===== config.mk =====
export PLATFORM = sky130hd
export DESIGN_NAME = skew_feeder_4_flat
export DESIGN_NICKNAME = d
export VERILOG_FILES = /design/src/rtl/skew_feeder_4_if.sv /design/src/rtl/skew_feeder_4.sv /design/src/flat_wrapper.sv
export SDC_FILE = /design/constraint.sdc
export NUM_CORES = 1
export LEC_CHECK = 0
export ABC_AREA = 1
export ABC_CLOCK_PERIOD_IN_PS = 5450
export CAP_MARGIN = 15
export CORE_UTILIZATION = 53
export CTS_CLUSTER_SIZE = 12
export DETAILED_ROUTE_END_ITERATION = 16
export PLACE_DENSITY_LB_ADDON = 0.3
export SYNTH_ARGS = -nofsm -noshare
export SYNTH_HDL_FRONTEND = slang
export SYNTH_SLANG_ARGS = --single-unit

===== constraint.sdc =====
create_clock -name clk -period 5.45 [get_ports clk]
set_input_delay 1.3625 -clock clk [delete_from_list [all_inputs] [get_ports clk]]
set_output_delay 1.3625 -clock clk [all_outputs]
set_load 0.02 [all_outputs]

===== src/rtl/skew_feeder_4_if.sv =====
// skew_feeder_4_if: operand-side and shifter-side handshake bundle for skew_feeder_4.
// The slave modport is the feeder's view; the master modport is the surrounding logic's view.
interface skew_feeder_4_if #(
    parameter int HIGHT      = 4,
    parameter int DATA_WIDTH = 16
);
    logic                          in_valid;
    logic                          in_ready;
    logic [HIGHT*DATA_WIDTH-1:0]   in_data;
    logic                          in_last;
    logic                          out_ready;
    logic                          out_enable;
    logic [HIGHT*DATA_WIDTH-1:0]   out_data;
    logic                          out_first;
    logic                          done;
    logic                          busy;

    modport slave (
        input  in_valid, in_data, in_last, out_ready,
        output in_ready, out_enable, out_data, out_first, done, busy
    );

    modport master (
        output in_valid, in_data, in_last, out_ready,
        input  in_ready, out_enable, out_data, out_first, done, busy
    );
endinterface


===== src/rtl/skew_feeder_4.sv =====
// skew_feeder_4: buffers lane-parallel operand vectors in a small FIFO, issues them to the
// triangle skew shifter, then injects HIGHT-1 zero vectors per tile so every lane drains.
// Optional build macro: SKEW_FEEDER_PERF_EN adds stall_cycles and tile_count outputs.
module skew_feeder_4 #(
    parameter int HIGHT      = 4,
    parameter int DATA_WIDTH = 16,
    parameter int FIFO_DEPTH = 8
) (
    input  logic           clk,
    input  logic           rst_n,
    skew_feeder_4_if.slave bus
`ifdef SKEW_FEEDER_PERF_EN
    ,
    output logic [31:0]    stall_cycles,
    output logic [31:0]    tile_count
`endif
);
    localparam int VEC_W = HIGHT * DATA_WIDTH;
    localparam int AW    = (FIFO_DEPTH > 1) ? $clog2(FIFO_DEPTH) : 1;
    localparam int CW    = AW + 1;
    localparam int FCW   = $clog2(HIGHT + 1);

    localparam logic [AW-1:0]  PTR_ONE    = AW'(1);
    localparam logic [CW-1:0]  CNT_ONE    = CW'(1);
    localparam logic [CW-1:0]  CNT_FULL   = CW'(FIFO_DEPTH);
    localparam logic [FCW-1:0] FLUSH_ONE  = FCW'(1);
    localparam logic [FCW-1:0] FLUSH_INIT = FCW'(HIGHT - 1);

    typedef enum logic [1:0] {
        IDLE   = 2'd0,
        STREAM = 2'd1,
        FLUSH  = 2'd2
    } state_t;

    // Storage entry is {last, data}; data is never reset, only the control around it.
    logic [VEC_W:0]   mem [FIFO_DEPTH];
    logic [AW-1:0]    wr_ptr;
    logic [AW-1:0]    rd_ptr;
    logic [CW-1:0]    count;
    logic             full;
    logic             empty;
    logic             push;
    logic             pop;
    logic [VEC_W:0]   head;
    logic             head_last;
    logic [VEC_W-1:0] head_data;

    state_t           state;
    state_t           state_nxt;
    logic [FCW-1:0]   flush_cnt;
    logic [FCW-1:0]   flush_nxt;
    logic             first_flag;
    logic             first_nxt;
    logic             done_nxt;
    logic             done_p1;
    logic             enable;
    logic             first_beat;
    logic [VEC_W-1:0] out_data_c;

    assign full      = (count == CNT_FULL);
    assign empty     = (count == '0);
    assign head      = mem[rd_ptr];
    assign head_last = head[VEC_W];
    assign head_data = head[VEC_W-1:0];

    // No pass-through: a full FIFO refuses input even in a cycle that also pops.
    assign bus.in_ready = rst_n && !full;
    assign push         = bus.in_valid && bus.in_ready;

    assign bus.out_enable = enable;
    assign bus.out_data   = out_data_c;
    assign bus.out_first  = first_beat;
    assign bus.done       = done_p1 && rst_n;
    assign bus.busy       = (state != IDLE) || !empty;

    // FIFO write port: capture {last, data} on every accepted vector.
    always_ff @(posedge clk) begin
        if (push) begin
            mem[wr_ptr] <= {bus.in_last, bus.in_data};
        end
    end

    // Control registers: FIFO pointers/occupancy, FSM state, flush counter, first flag, done.
    always_ff @(posedge clk) begin
        if (!rst_n) begin
            wr_ptr     <= '0;
            rd_ptr     <= '0;
            count      <= '0;
            state      <= IDLE;
            flush_cnt  <= '0;
            first_flag <= 1'b1;
            done_p1    <= 1'b0;
        end else begin
            if (push) begin
                wr_ptr <= wr_ptr + PTR_ONE;
            end
            if (pop) begin
                rd_ptr <= rd_ptr + PTR_ONE;
            end
            if (push && !pop) begin
                count <= count + CNT_ONE;
            end else if (pop && !push) begin
                count <= count - CNT_ONE;
            end
            state      <= state_nxt;
            flush_cnt  <= flush_nxt;
            first_flag <= first_nxt;
            done_p1    <= done_nxt;
        end
    end

    // Sequencer: issue FIFO vectors, then HIGHT-1 zero beats, holding everything while out_ready=0.
    always_comb begin
        state_nxt  = state;
        flush_nxt  = flush_cnt;
        first_nxt  = first_flag;
        done_nxt   = 1'b0;
        enable     = 1'b0;
        pop        = 1'b0;
        first_beat = 1'b0;
        out_data_c = '0;
        if (rst_n) begin
            case (state)
                IDLE: begin
                    // The transition cycle never issues a beat.
                    if (!empty) begin
                        state_nxt = STREAM;
                    end
                end
                STREAM: begin
                    // An empty FIFO mid-tile is a bubble: the shifter holds, so skew survives.
                    if (bus.out_ready && !empty) begin
                        enable     = 1'b1;
                        pop        = 1'b1;
                        out_data_c = head_data;
                        if (first_flag) begin
                            first_beat = 1'b1;
                            first_nxt  = 1'b0;
                        end
                        if (head_last) begin
                            if (HIGHT == 1) begin
                                done_nxt  = 1'b1;
                                first_nxt = 1'b1;
                                state_nxt = IDLE;
                            end else begin
                                flush_nxt = FLUSH_INIT;
                                state_nxt = FLUSH;
                            end
                        end
                    end
                end
                FLUSH: begin
                    if (bus.out_ready) begin
                        enable    = 1'b1;
                        flush_nxt = flush_cnt - FLUSH_ONE;
                        if (flush_cnt == FLUSH_ONE) begin
                            done_nxt  = 1'b1;
                            first_nxt = 1'b1;
                            state_nxt = IDLE;
                        end
                    end
                end
                default: begin
                    state_nxt = IDLE;
                end
            endcase
        end
    end

`ifdef SKEW_FEEDER_PERF_EN
    function automatic logic [31:0] sat_inc32(input logic [31:0] v);
        return (v == 32'hFFFF_FFFF) ? v : v + 32'd1;
    endfunction

    // Performance counters: non-idle cycles without a beat (saturating) and completed tiles (wrapping).
    always_ff @(posedge clk) begin
        if (!rst_n) begin
            stall_cycles <= '0;
            tile_count   <= '0;
        end else begin
            if ((state != IDLE) && !enable) begin
                stall_cycles <= sat_inc32(stall_cycles);
            end
            if (done_p1) begin
                tile_count <= tile_count + 32'd1;
            end
        end
    end
`endif

endmodule


===== src/flat_wrapper.sv =====
// flat-port wrapper written by rule: the top's interface ports become plain ports
module skew_feeder_4_flat 
#(
    parameter int HIGHT      = 4,
    parameter int DATA_WIDTH = 16,
    parameter int FIFO_DEPTH = 8
)
  (clk, rst_n, bus_in_valid, bus_in_data, bus_in_last, bus_out_ready, bus_in_ready, bus_out_enable, bus_out_data, bus_out_first, bus_done, bus_busy);
  skew_feeder_4_if #(.HIGHT(HIGHT), .DATA_WIDTH(DATA_WIDTH)) bus_i ();
  input  logic clk;
  input  logic rst_n;
  input wire logic [$bits(bus_i.in_valid)-1:0] bus_in_valid;
  input wire logic [$bits(bus_i.in_data)-1:0] bus_in_data;
  input wire logic [$bits(bus_i.in_last)-1:0] bus_in_last;
  input wire logic [$bits(bus_i.out_ready)-1:0] bus_out_ready;
  output wire logic [$bits(bus_i.in_ready)-1:0] bus_in_ready;
  output wire logic [$bits(bus_i.out_enable)-1:0] bus_out_enable;
  output wire logic [$bits(bus_i.out_data)-1:0] bus_out_data;
  output wire logic [$bits(bus_i.out_first)-1:0] bus_out_first;
  output wire logic [$bits(bus_i.done)-1:0] bus_done;
  output wire logic [$bits(bus_i.busy)-1:0] bus_busy;
  assign bus_i.in_valid = bus_in_valid;
  assign bus_i.in_data = bus_in_data;
  assign bus_i.in_last = bus_in_last;
  assign bus_i.out_ready = bus_out_ready;
  assign bus_in_ready = bus_i.in_ready;
  assign bus_out_enable = bus_i.out_enable;
  assign bus_out_data = bus_i.out_data;
  assign bus_out_first = bus_i.out_first;
  assign bus_done = bus_i.done;
  assign bus_busy = bus_i.busy;
  skew_feeder_4 #(.HIGHT(HIGHT), .DATA_WIDTH(DATA_WIDTH), .FIFO_DEPTH(FIFO_DEPTH)) u_core (.clk(clk), .rst_n(rst_n), .bus(bus_i));
endmodule

**Word level (Yosys, flattened, before mapping)**

Memory sizes are Yosys's and may differ from the RTL's. A register that Yosys moved wholly into a read port is not among the register bits.
Cells that the tools add are included.
W data, S select, Z words.

- Register bits: 17
- Memories: 1
- RAM bits: 520
- Logic and storage cells: 76

Memory list:

| name | words | bits a word | rd ports | clocked after memory_dff | wr ports | line | source |
|---|---|---|---|---|---|---|---|
| u_core.mem | 8 | 65 | 1 | 1 | 1 | skew_feeder_4.sv:36 | `logic [VEC_W:0] mem [FIFO_DEPTH];` |

- Reduce and logical (&&, ||, !) cells: 20
- Add/subtract/negate cells: 5
- Equal/unequal tests: 9
- Muxes and demuxes: 34

Operators by type and width:

| operator | number |
|---|---|
| $mux W64 | 3 |
| $mux W1 | 15 |
| $mux W3 | 5 |
| $mux W2 | 5 |
| $mux W4 | 2 |
| $reduce_and A4 Y1 | 2 |
| $add A3 B1 Y3 const B | 2 |
| $logic_and A1 B1 Y1 | 6 |
| $ne A2 B1 Y1 const B | 3 |
| $pmux W2 S3 | 1 |
| $pmux W3 S2 | 1 |
| $reduce_bool A2 Y1 | 3 |
| $reduce_and A5 Y1 | 1 |
| $add A4 B1 Y4 const B | 1 |
| $eq A4 B4 Y1 const B | 1 |
| $logic_not A1 Y1 | 4 |
| $logic_not A4 Y1 | 1 |
| $ne A2 B2 Y1 const B | 2 |
| $pmux W1 S2 | 2 |
| $sub A4 B1 Y4 const B | 1 |
| $eq A3 B1 Y1 const B | 1 |
| $reduce_and A3 Y1 | 1 |
| $sub A3 B1 Y3 const B | 1 |
| $eq A2 B1 Y1 const B | 1 |
| 3 further kinds | 3 |

**Longest topological paths before layout**

- Depth after elaboration: 9
- Mapped depth: 19
- Depth with buffers taken out: 18

**Worst setup path before layout**

Ideal clock, no wire load.

- Kind: input-to-reg
- From: input bus_in_valid
- To: memory u_core.mem[0][0] (netlist name) (enable)
- Data required time: 4,962 ps
- Path buffers: 0
- Arrival time: 4,451 ps
- Setup slack: 511 ps
- Cell stages on the path: 4
- Path through: nand3_1 -> inv_1 -> nand2_1 -> nor2_1

- Cells in the longest elaborated chain, start to end: 3

Ends and longest elaborated chain:

| element | line | source |
|---|---|---|
| start: declaration | flat_wrapper.sv:12 | `input wire logic [$bits(bus_i.in_valid)-1:0] bus_in_valid;` |
| $logic_and A1 B1 Y1 | skew_feeder_4.sv:68 | `assign push = bus.in_valid && bus.in_ready;` |
| net u_core.push | skew_feeder_4.sv:42 | `logic push;` |
| $mux W1 | skew_feeder_4.sv:78 | `if (push) begin` |
| $mux W1 (not written as such) | skew_feeder_4.sv:79 | `mem[wr_ptr] <= {bus.in_last, bus.in_data};` |
| end: declaration | skew_feeder_4.sv:36 |  |

The timed path passes the listed nets, and every way through them passes these cells.

==> metrics <==
post-synthesis average cell area=13.1 sq um; Rel. slew slack=31.4%; outcome=complete, no violations; Final min period=4.85 ns; Syn Inst Count=1632; Final Max Tran Viols=0; register area share after synthesis=74.7%; GRT Total Usage=23.6%; Core Region=39800 sq um; Placer Congestion=0.773; Remaining Overflow, GRT=0; yosys warns=0; unrepaired setup endpoints after global routing=no; layout cells sized above 1=7.95%; largest net degree at the start of global routing=217; number of instances resized during post-cts repair=0; Post-Place Cell Area=23200 sq um; Leak=8.13 nW; synthesized cell area=21400 sq um; via count=13400; Worst EP required=4.09 ns; hpwl dp=24.9 mm; Top Family by Delay on Critical Path=buffers and inverters; Yosys reg bits=540; worst hold path class=reg -> reg; most frequent cells in the layout=520 x edfxtp_1, 272 x nor2_1, 227 x o21ai_0, 162 x nand2_1, 137 x clkdlybuf4s50_1; Final Hold Fails=0; H-tree depth=2; root buffer cell=clkbuf_16; Worst path slowest cell=buf_12; crit path DAT=3.49 ns; Synth cell types=35; Crit. End Element=output pin; 1st-iter DRT viols=1149; Fmax=0.206 GHz; CTS Buf Count=53; Port Buffers=137; Synth Net Count=1714; CTS tree=done; routed len/inst=21.2 microns; Tcrit/Tclk final=89.0%; Post-CTS Setup Bufs=0; Worst Tran Pin Value=1.03 ns; DRT antenna net count=0; Die Y=203 microns; Num Clock Sinks=540; row cnt=73; Antenna diodes=0; DRC Markers=0; clk_skew=0.0166 ns; Via density=5.84; CTS Buffer Depth=3; crit-path cells=buf_12 > o21ai_0 > o22ai_1 > nand2_1 > a21oi_1 > clkdlybuf4s50_1; Worst VDD drop=0.231 mV; r2r setup slk=2.65 ns; drt first pass iters=5; initial antenna violation count=3; num ports=138; placed cell count=2213; TNS Setup=0 ns; commonest non-fill, non-tap cell in the layout=edfxtp_1; total of max-cap violations=0; CTS clk-pin slew, worst paths=0.06 ns; Tot Pwr=9.20 mW; clock insertion delay at the later pin of the skew report=0.58 ns; Buf+Inv Stages, Crit Path=2; Critical Path Max Stage Delay=0.72 ns; Design Area, Final=24700 sq um; total routed wirelength=48.6 mm; critical path class=reg -> out; fin cells=2298; nets@finish=1825; # hold bufs at CTS=0; die area=41300 sq um; Die X-Extent=203 microns; crit path max fanout=216; Layout area overhead=15.3%; first-pass GRT wire length=74.7 mm; vias in the first global route=13100; pwr dens=372 nW/um^2; Initial Util=53.9%; Startpoint Class=flop; count of final setup violators=0
## layout make-up
class                      instances  area, sq um
inverter                          29          119
clock buffer                      77         1470
tap                              525          657
timing repair buffer             163         1680
sequential                       540        16000
clock inverter                     8         38.8
fill                            3061        15100
multi-input combinational        956         4750
## cells in the mapped netlist, drive strengths merged
| library cell | instances | area (sq um) |
|---|---|---|
| dfxtp | 20 | 400 |
| ha | 12 | 150 |
| nand2 | 164 | 621 |
| nand3b | 5 | 37.5 |
| edfxtp | 520 | 15600 |
| nand4 | 1 | 6.26 |
| nor2 | 283 | 1070 |
| inv | 29 | 116 |
| a21oi | 74 | 483 |
| buf | 60 | 448 |
| clkbuf | 47 | 179 |
| o22ai | 128 | 801 |
| nand3 | 13 | 92.6 |
| a31oi | 2 | 12.5 |
| fa | 1 | 20.0 |
| xnor2 | 1 | 8.76 |
| o21ai | 265 | 1330 |
| xor2 | 4 | 35.0 |
| nor3 | 1 | 5.00 |
| a21boi | 2 | 15.0 |
## worst reg2reg max path, delay by kind of cell (launching register included)
| kind | cells | cell delay (ns) |
|---|---|---|
| adder cells (fa/ha/maj) | 3 | 0.81 |
| buffers and inverters | 7 | 0.74 |
| AND/OR/NAND/NOR | 7 | 0.54 |
| flip-flops | 1 | 0.32 |
| AO/OA/AOI/OAI | 2 | 0.26 |
## stage by stage
step,util (%),hold slack [ns],setup WS [ns]
after global routing,62.1,0.505,0.322
after global placement,58.3,0.447,0.747
after detailed placement,58.3,0.458,0.684
after CTS,62.1,0.475,0.537
after floorplan,-,0.429,0.511
final,62.1,0.466,0.600
## power breakdown
part / total (mW) / internal, mW / switching, mW
clock network: 3.26 / 1.84 / 1.41
logic: 1.24 / 0.421 / 0.817
registers: 4.70 / 4.64 / 0.0617
## routing by layer
metal	vias up	wire length, microns	GRT usage (%)
li1	6204	-	-
met1	6676	21100	33.7
met2	452	23300	37.8
met3	76	3190	3.77
met4	6	963	6.74
met5	-	43	0
## state kept, by name, indices dropped and copies added (netlist names), named ones only
signal / flops
u_core.mem: 520
u_core.count: 4
u_core.flush_cnt: 3
u_core.rd_ptr: 3
u_core.wr_ptr: 3
u_core.state: 2
u_core.done_p1: 1
u_core.first_flag: 1
## logic make-up (layout without fill, tap and decap cells)
group	count (synthesis)	count (layout)	share of synthesized area (%)
DFF	540	540	74.7
AOI/OAI and AO/OA	471	471	12.3
adders and majority gates	13	13	0.793
xor gates and xnor gates	5	5	0.204
and+or+nand+nor	467	467	8.56
buffers and inverters	136	277	3.47
## path summary, 6_finish.rpt
| kind | start | end | depth (start not counted) |
|---|---|---|---|
| worst max-delay path | flop | bus_out_data[12] | 6 |
| worst min-delay path | u_core.first_flag | u_core.first_flag | 2 |
| worst max register to register | u_core.state[1] | u_core.count[3] | 19 |
| worst min register to register | u_core.first_flag | u_core.first_flag | 2 |
No activity file was read; power rests on OpenSTA's default activity.
